--- src/rtl/mano_dbg_pkg.sv ---
// Shared encodings for the debug/execution controller: controller states and mode select.
package mano_dbg_pkg;

    typedef enum logic [2:0] {
        ST_IDLE       = 3'd0,
        ST_RUN        = 3'd1,
        ST_STEP_CYC   = 3'd2,
        ST_WAIT_INSTR = 3'd3,
        ST_BREAK      = 3'd4,
        ST_HALTED     = 3'd5
    } ctrl_state_t;

    typedef enum logic [1:0] {
        MODE_HALT       = 2'b00,
        MODE_RUN        = 2'b01,
        MODE_STEP_CYCLE = 2'b10,
        MODE_STEP_INSTR = 2'b11
    } exec_mode_t;

endpackage

--- src/rtl/btn_sync_edge.sv ---
// Two-flop synchronizer plus rising-edge detector for the active-low step button.
module btn_sync_edge (
    input  logic clk_1hz,
    input  logic reset,
    input  logic btn_n,
    output logic pulse
);

    logic       sync_p0;
    logic       sync_p1;
    logic       pressed;
    logic       pressed_p2;
    logic [1:0] warm;
    logic       armed;

    assign pressed = ~sync_p1;
    // A press is only honoured once a genuine released level has come through the
    // synchronizer, so a button held across reset release never produces a pulse.
    assign pulse   = pressed & ~pressed_p2 & armed;

    always_ff @(posedge clk_1hz or posedge reset) begin
        if (reset) begin
            sync_p0    <= 1'b1;
            sync_p1    <= 1'b1;
            pressed_p2 <= 1'b0;
            warm       <= 2'b00;
            armed      <= 1'b0;
        end else begin
            sync_p0    <= btn_n;
            sync_p1    <= sync_p0;
            pressed_p2 <= pressed;
            warm       <= {warm[0], 1'b1};
            if (warm[1] && sync_p1) begin
                armed <= 1'b1;
            end
        end
    end

endmodule

--- src/rtl/exec_controller.sv ---
// CPU execution controller: run/step/breakpoint/halt sequencing and enabled-cycle counter.
module exec_controller
    import mano_dbg_pkg::*;
#(
    parameter int ADDR_W = 12,
    parameter int CNT_W  = 16
) (
    input  logic              clk_1hz,
    input  logic              reset,
    input  logic [1:0]        mode,
    input  logic              step_btn_n,
    input  logic              fetch_start,
    input  logic              instr_done,
    input  logic              hlt_exec,
    input  logic [ADDR_W-1:0] pc,
    input  logic [ADDR_W-1:0] bp_addr,
    input  logic              bp_en,
    output logic              fsm_clk_enable,
    output logic [2:0]        state,
    output logic              bp_hit,
    output logic [CNT_W-1:0]  cycle_count
);

    ctrl_state_t cur_state;
    exec_mode_t  mode_e;
    logic        step_pulse;
    logic        bp_skip;
    logic        bp_match;

    function automatic logic [CNT_W-1:0] sat_inc(input logic [CNT_W-1:0] v);
        return (v == {CNT_W{1'b1}}) ? v : v + 1'b1;
    endfunction

    btn_sync_edge u_btn (
        .clk_1hz (clk_1hz),
        .reset   (reset),
        .btn_n   (step_btn_n),
        .pulse   (step_pulse)
    );

    assign mode_e = exec_mode_t'(mode);
    assign state  = cur_state;
    assign bp_hit = (cur_state == ST_BREAK);

    always_comb begin
        bp_match       = (cur_state == ST_RUN) && bp_en && fetch_start &&
                         (pc == bp_addr) && !bp_skip;
        fsm_clk_enable = 1'b0;
        case (cur_state)
            ST_RUN:        fsm_clk_enable = (mode_e == MODE_RUN) && !bp_match;
            ST_STEP_CYC:   fsm_clk_enable = 1'b1;
            ST_WAIT_INSTR: fsm_clk_enable = (mode_e == MODE_STEP_INSTR);
            default:       fsm_clk_enable = 1'b0;
        endcase
    end

    // hlt_exec outranks everything; within a state, a mode change outranks breakpoint and step.
    always_ff @(posedge clk_1hz or posedge reset) begin
        if (reset) begin
            cur_state   <= ST_IDLE;
            bp_skip     <= 1'b0;
            cycle_count <= '0;
        end else begin
            if (fsm_clk_enable) begin
                cycle_count <= sat_inc(cycle_count);
            end
            if (hlt_exec && cur_state != ST_HALTED) begin
                cur_state <= ST_HALTED;
                bp_skip   <= 1'b0;
            end else begin
                case (cur_state)
                    ST_IDLE: begin
                        bp_skip <= 1'b0;
                        if (mode_e == MODE_RUN) begin
                            cur_state <= ST_RUN;
                        end else if (step_pulse && mode_e == MODE_STEP_CYCLE) begin
                            cur_state <= ST_STEP_CYC;
                        end else if (step_pulse && mode_e == MODE_STEP_INSTR) begin
                            cur_state <= ST_WAIT_INSTR;
                        end
                    end
                    ST_RUN: begin
                        if (fsm_clk_enable) begin
                            bp_skip <= 1'b0;
                        end
                        if (mode_e != MODE_RUN) begin
                            cur_state <= ST_IDLE;
                        end else if (bp_match) begin
                            cur_state <= ST_BREAK;
                        end
                    end
                    ST_STEP_CYC: begin
                        cur_state <= ST_IDLE;
                    end
                    ST_WAIT_INSTR: begin
                        if (mode_e != MODE_STEP_INSTR || instr_done) begin
                            cur_state <= ST_IDLE;
                        end
                    end
                    ST_BREAK: begin
                        if (mode_e != MODE_RUN) begin
                            cur_state <= ST_IDLE;
                        end else if (step_pulse) begin
                            cur_state <= ST_RUN;
                            bp_skip   <= 1'b1;
                        end
                    end
                    ST_HALTED: begin
                        if (mode_e == MODE_HALT) begin
                            cur_state <= ST_IDLE;
                        end
                    end
                    default: begin
                        cur_state <= ST_IDLE;
                    end
                endcase
            end
        end
    end

endmodule

--- config.mk ---
export PLATFORM = sky130hd
export DESIGN_NAME = exec_controller
export DESIGN_NICKNAME = d
export VERILOG_FILES = /design/src/rtl/mano_dbg_pkg.sv /design/src/rtl/btn_sync_edge.sv /design/src/rtl/exec_controller.sv
export SDC_FILE = /design/constraint.sdc
export NUM_CORES = 1
export LEC_CHECK = 0
export BUFFER_PORTS_ARGS = -buffer_cell sky130_fd_sc_hd__buf_2
export CORE_MARGIN = 3
export CORE_UTILIZATION = 28
export CTS_CLUSTER_SIZE = 28
export DETAILED_ROUTE_END_ITERATION = 6
export PLACE_DENSITY = 0.6
export RECOVER_POWER = 25
export SLEW_MARGIN = 20
export SYNTH_ARGS = -nofsm -noshare
export SYNTH_HDL_FRONTEND = slang
export SYNTH_SLANG_ARGS = --single-unit
export TNS_END_PERCENT = 10
--- constraint.sdc ---
create_clock -name clk_1hz -period 2.3 [get_ports clk_1hz]
set_input_delay 0.46 -clock clk_1hz [delete_from_list [all_inputs] [get_ports clk_1hz]]
set_output_delay 0.46 -clock clk_1hz [all_outputs]
set_load 0.005 [all_outputs]
==> flow_metrics.py <==
metrics = {
    "cells_and_area": {
        "mostFrequentLayoutCells": "buf_2 (53), xor2_1 (25), dfrtp_1 (24)",
        "ff_latch_area_sq_um": 653,
        "final_nets": 247,
        "area_growth_pct": 27.2,
        "layout_commonest_cell": "buf_2",
        "drive_gt1_frac": 0.349,
        "fill_cells": 547,
        "num_antenna_cells": 0,
        "final_cells": 282,
        "multi_input_area_sq_um": 807,
        "final_area_sq_mm": 0.00192,
    },
    "drt": {
        "avgRoutedWirePerCell_microns": 12.4,
        "ant_nets": 0,
        "drt-total-wl_mm": 3.49,
        "vias": 1340,
        "drc": 0,
        "first_iter_violations": 86,
        "viasPerCell": 4.75,
        "dr.pass1.iters": 4,
    },
    "grt": {
        "antenna_found_initial": 0,
        "grt_pass1_vias": 1241,
        "grt_remaining_overflow": 0,
        "grt_usage": 0.107,
        "grt_max_degree": 27,
        "grt_pass1_wl_mm": 5.58,
    },
    "timing": {
        "rsz0062_at_grt": "no",
        "slew_headroom": 0.0785,
        "finClkSkew_ps": 3.23,
        "max_freq_mhz": 476,
        "finalMaxSlewViolations": 0,
        "setup-tns-final_ps": 0,
        "worst_slew_pin_slew_ps": 1380,
        "fin_crit_sh": 0.913,
        "setup_viol": 0,
        "hold_viol": 0,
        "finalCriticalPeriod_ps": 2100,
    },
    "clock_network": {
        "post-cts-setup-buffers": 0,
        "clk_latency_ps": 270,
        "clock-root-buffer": "clkbuf_8",
        "clock-sinks": 26,
        "cts_buffers": 3,
        "clk_pin_slew_ps": 80,
        "cts_tree": "done",
        "cts.path.max_buffers": 2,
        "cts_resized": 0,
        "htreeDepth": 1,
        "ctsHoldBuffers": 0,
    },
    "pwr": {
        "ir_drop_mv": 0.387,
        "swShare": 0.350,
        "p_per_area_mw_per_mm2": 717,
        "p_leak_uw": 0.000993,
        "p_switching_uw": 481,
        "internal-power_uw": 893,
        "p_clk_frac": 0.213,
        "seqPwrFrac": 0.438,
        "combPwrFrac": 0.349,
    },
    "yosys": {
        "synthDistinctLibCells": 44,
        "synth-warning-count": 0,
        "ys_ff_latch": 26,
        "netlist_instances": 155,
        "synth_edf_count": 0,
        "synth_ff_type": "dfrtp_1",
        "synth_xor_xnor_area_share": 0.162,
        "ys_seq_area_frac": 0.434,
        "netlist_area_sq_mm": 0.00151,
        "synth_top_family_by_area": "simple AND/OR/NAND/NOR gates",
        "muxShareOfSynthArea": 0.0141,
        "synthSimpleGateAreaFrac": 0.253,
        "synth_fa_ha_area_frac": 0.00831,
        "ys_async_sr_fraction": 1.00,
        "synth_compound_area_frac": 0.0955,
        "syn_nets": 189,
        "syn_area_per_cell_sq_um": 9.72,
    },
    "critical_path": {
        "criticalPathCategory": "in -> out",
        "crit_path_frequent_cell": "buf_2",
        "cp-end-kind": "output port",
        "rr_startpoint": "cycle_count[2]",
        "cp-startpoint": "bp_addr[8]",
        "cp.required_ps": 1840,
        "r2r-end": "cycle_count[1]",
        "crit_fanout": 3,
        "cp-start-kind": "primary input",
        "slowest_delay_ps": 370,
        "cp_num_buf_inv": 2,
        "crit_family": "simple AND/OR/NAND/NOR gates",
        "cp_cell_sequence": "buf_2, xor2_1, nor4_1, nand4_1, nand2_1, nand2b_1, buf_2",
        "cpMaxStageDelayCell": "nor4_1",
        "reg2reg_slack_ps": 390,
        "worst_r2r_path_depth": 5,
        "arrival_ps": 1640,
    },
    "place": {
        "globalplace.congestion": 0.894,
        "dpl.hpwl_mm": 2.65,
        "dp_cells": 278,
        "io_buffer_count": 53,
        "place_area_sq_mm": 0.00187,
    },
    "die": {
        "rows": 26,
        "die_x_microns": 79.4,
        "die_h_microns": 79.4,
        "ioPinCount": 54,
        "core_area_sq_mm": 0.00514,
        "start_util": 0.293,
        "die-area_sq_mm": 0.00630,
    },
    "run": {
        "cap_violations": 0,
    },
    "outcome": {
        "status": "completed",
    },
    "worst_hold_path": {
        "hold_path_depth": 1,
        "worstHoldPathType": "in -> reg",
        "min_from": "step_btn_n",
        "worstHoldEndpoint": "u_btn.sync_p0",
    },
}
==> worst max-delay path by stage <==
| stage | cells after the start | to | slack [ps] |
|---|---|---|---|
| after floorplan | 6 | cycle_count[1] | 500 |
| after global routing | 7 | fsm_clk_enable | 40 |
| after detailed placement | 7 | fsm_clk_enable | 180 |
| final | 7 | fsm_clk_enable | 200 |
| after global placement | 7 | fsm_clk_enable | 180 |
| after CTS | 7 | fsm_clk_enable | 170 |
==> synthesized netlist by cell type, types with 3 or more instances <==
master	number	area [sq um]
nor2_1	13	48.8
nor4_1	6	37.5
nand2b_1	4	25.0
inv_1	6	22.5
nand4_1	4	25.0
a21oi_1	3	15.0
nand3_1	8	40.0
o21ai_0	5	25.0
nor3_1	7	35.0
xor2_1	25	219
nand2_1	11	41.3
dfrtp_1	24	601
==> power by group through the flow <==
stage / Clock, uW / Sequential [uW] / Combinational [uW]
3_5_place_dp: 0 / 608 / 478
2_1_floorplan: 0 / 592 / 305
3_3_place_gp: 0 / 608 / 476
4_1_cts: 302 / 601 / 484
6_report: 292 / 602 / 480
5_1_grt: 331 / 612 / 529
==> worst register-to-register path: cells and delay by family (launching register included) <==
family | cells | cell delay (ps)
simple gates | 3 | 560
flops | 1 | 470
compound gates | 1 | 420
mux | 1 | 340
==> state kept, by name (all words and copies together) (netlist names) <==
name,flops
u_btn.sync_p0,1
bp_skip,1
u_btn.pressed_p2,1
u_btn.sync_p1,1
u_btn.armed,1
u_btn.warm,2
state,3
cycle_count,16
==> layout make-up <==
type	count	area share
inverters	6	0.0117
multi-input cells	119	0.421
well taps	70	0.0457
repair buffers	57	0.152
flip-flops and latches	26	0.341
clock buffers	4	0.0287
==> metrics by stage <==
stage / hold slack [ps] / setup WS [ps] / total power (uW) / utilization
final: 284 / 201 / 1370 / 0.373
after global routing: 264 / 35.3 / 1470 / 0.373
after CTS: 237 / 174 / 1390 / 0.374
after detailed placement: 336 / 179 / 1090 / 0.363
after global placement: 332 / 184 / 1080 / 0.363
after floorplan: 331 / 497 / 897 / -
==> metal layers <==
metal | share of wire | routed length, microns | GRT usage
met5 | 0 | 0 | 0
met2 | 0.43 | 1510 | 0.176
met1 | 0.43 | 1500 | 0.142
met4 | 0.0086 | 30 | 0.0206
met3 | 0.13 | 443 | 0.0295
==> kinds of logic after synthesis <==
kind of cell / Yosys count
AO/OA/AOI/OAI: 20
XOR/XNOR: 27
adder cells (fa/ha/maj): 1
buffers and inverters: 10
flip-flops: 26
multiplexers: 2
other: 1
AND/OR/NAND/NOR: 68
No activity file was read; power rests on OpenSTA's default activity.
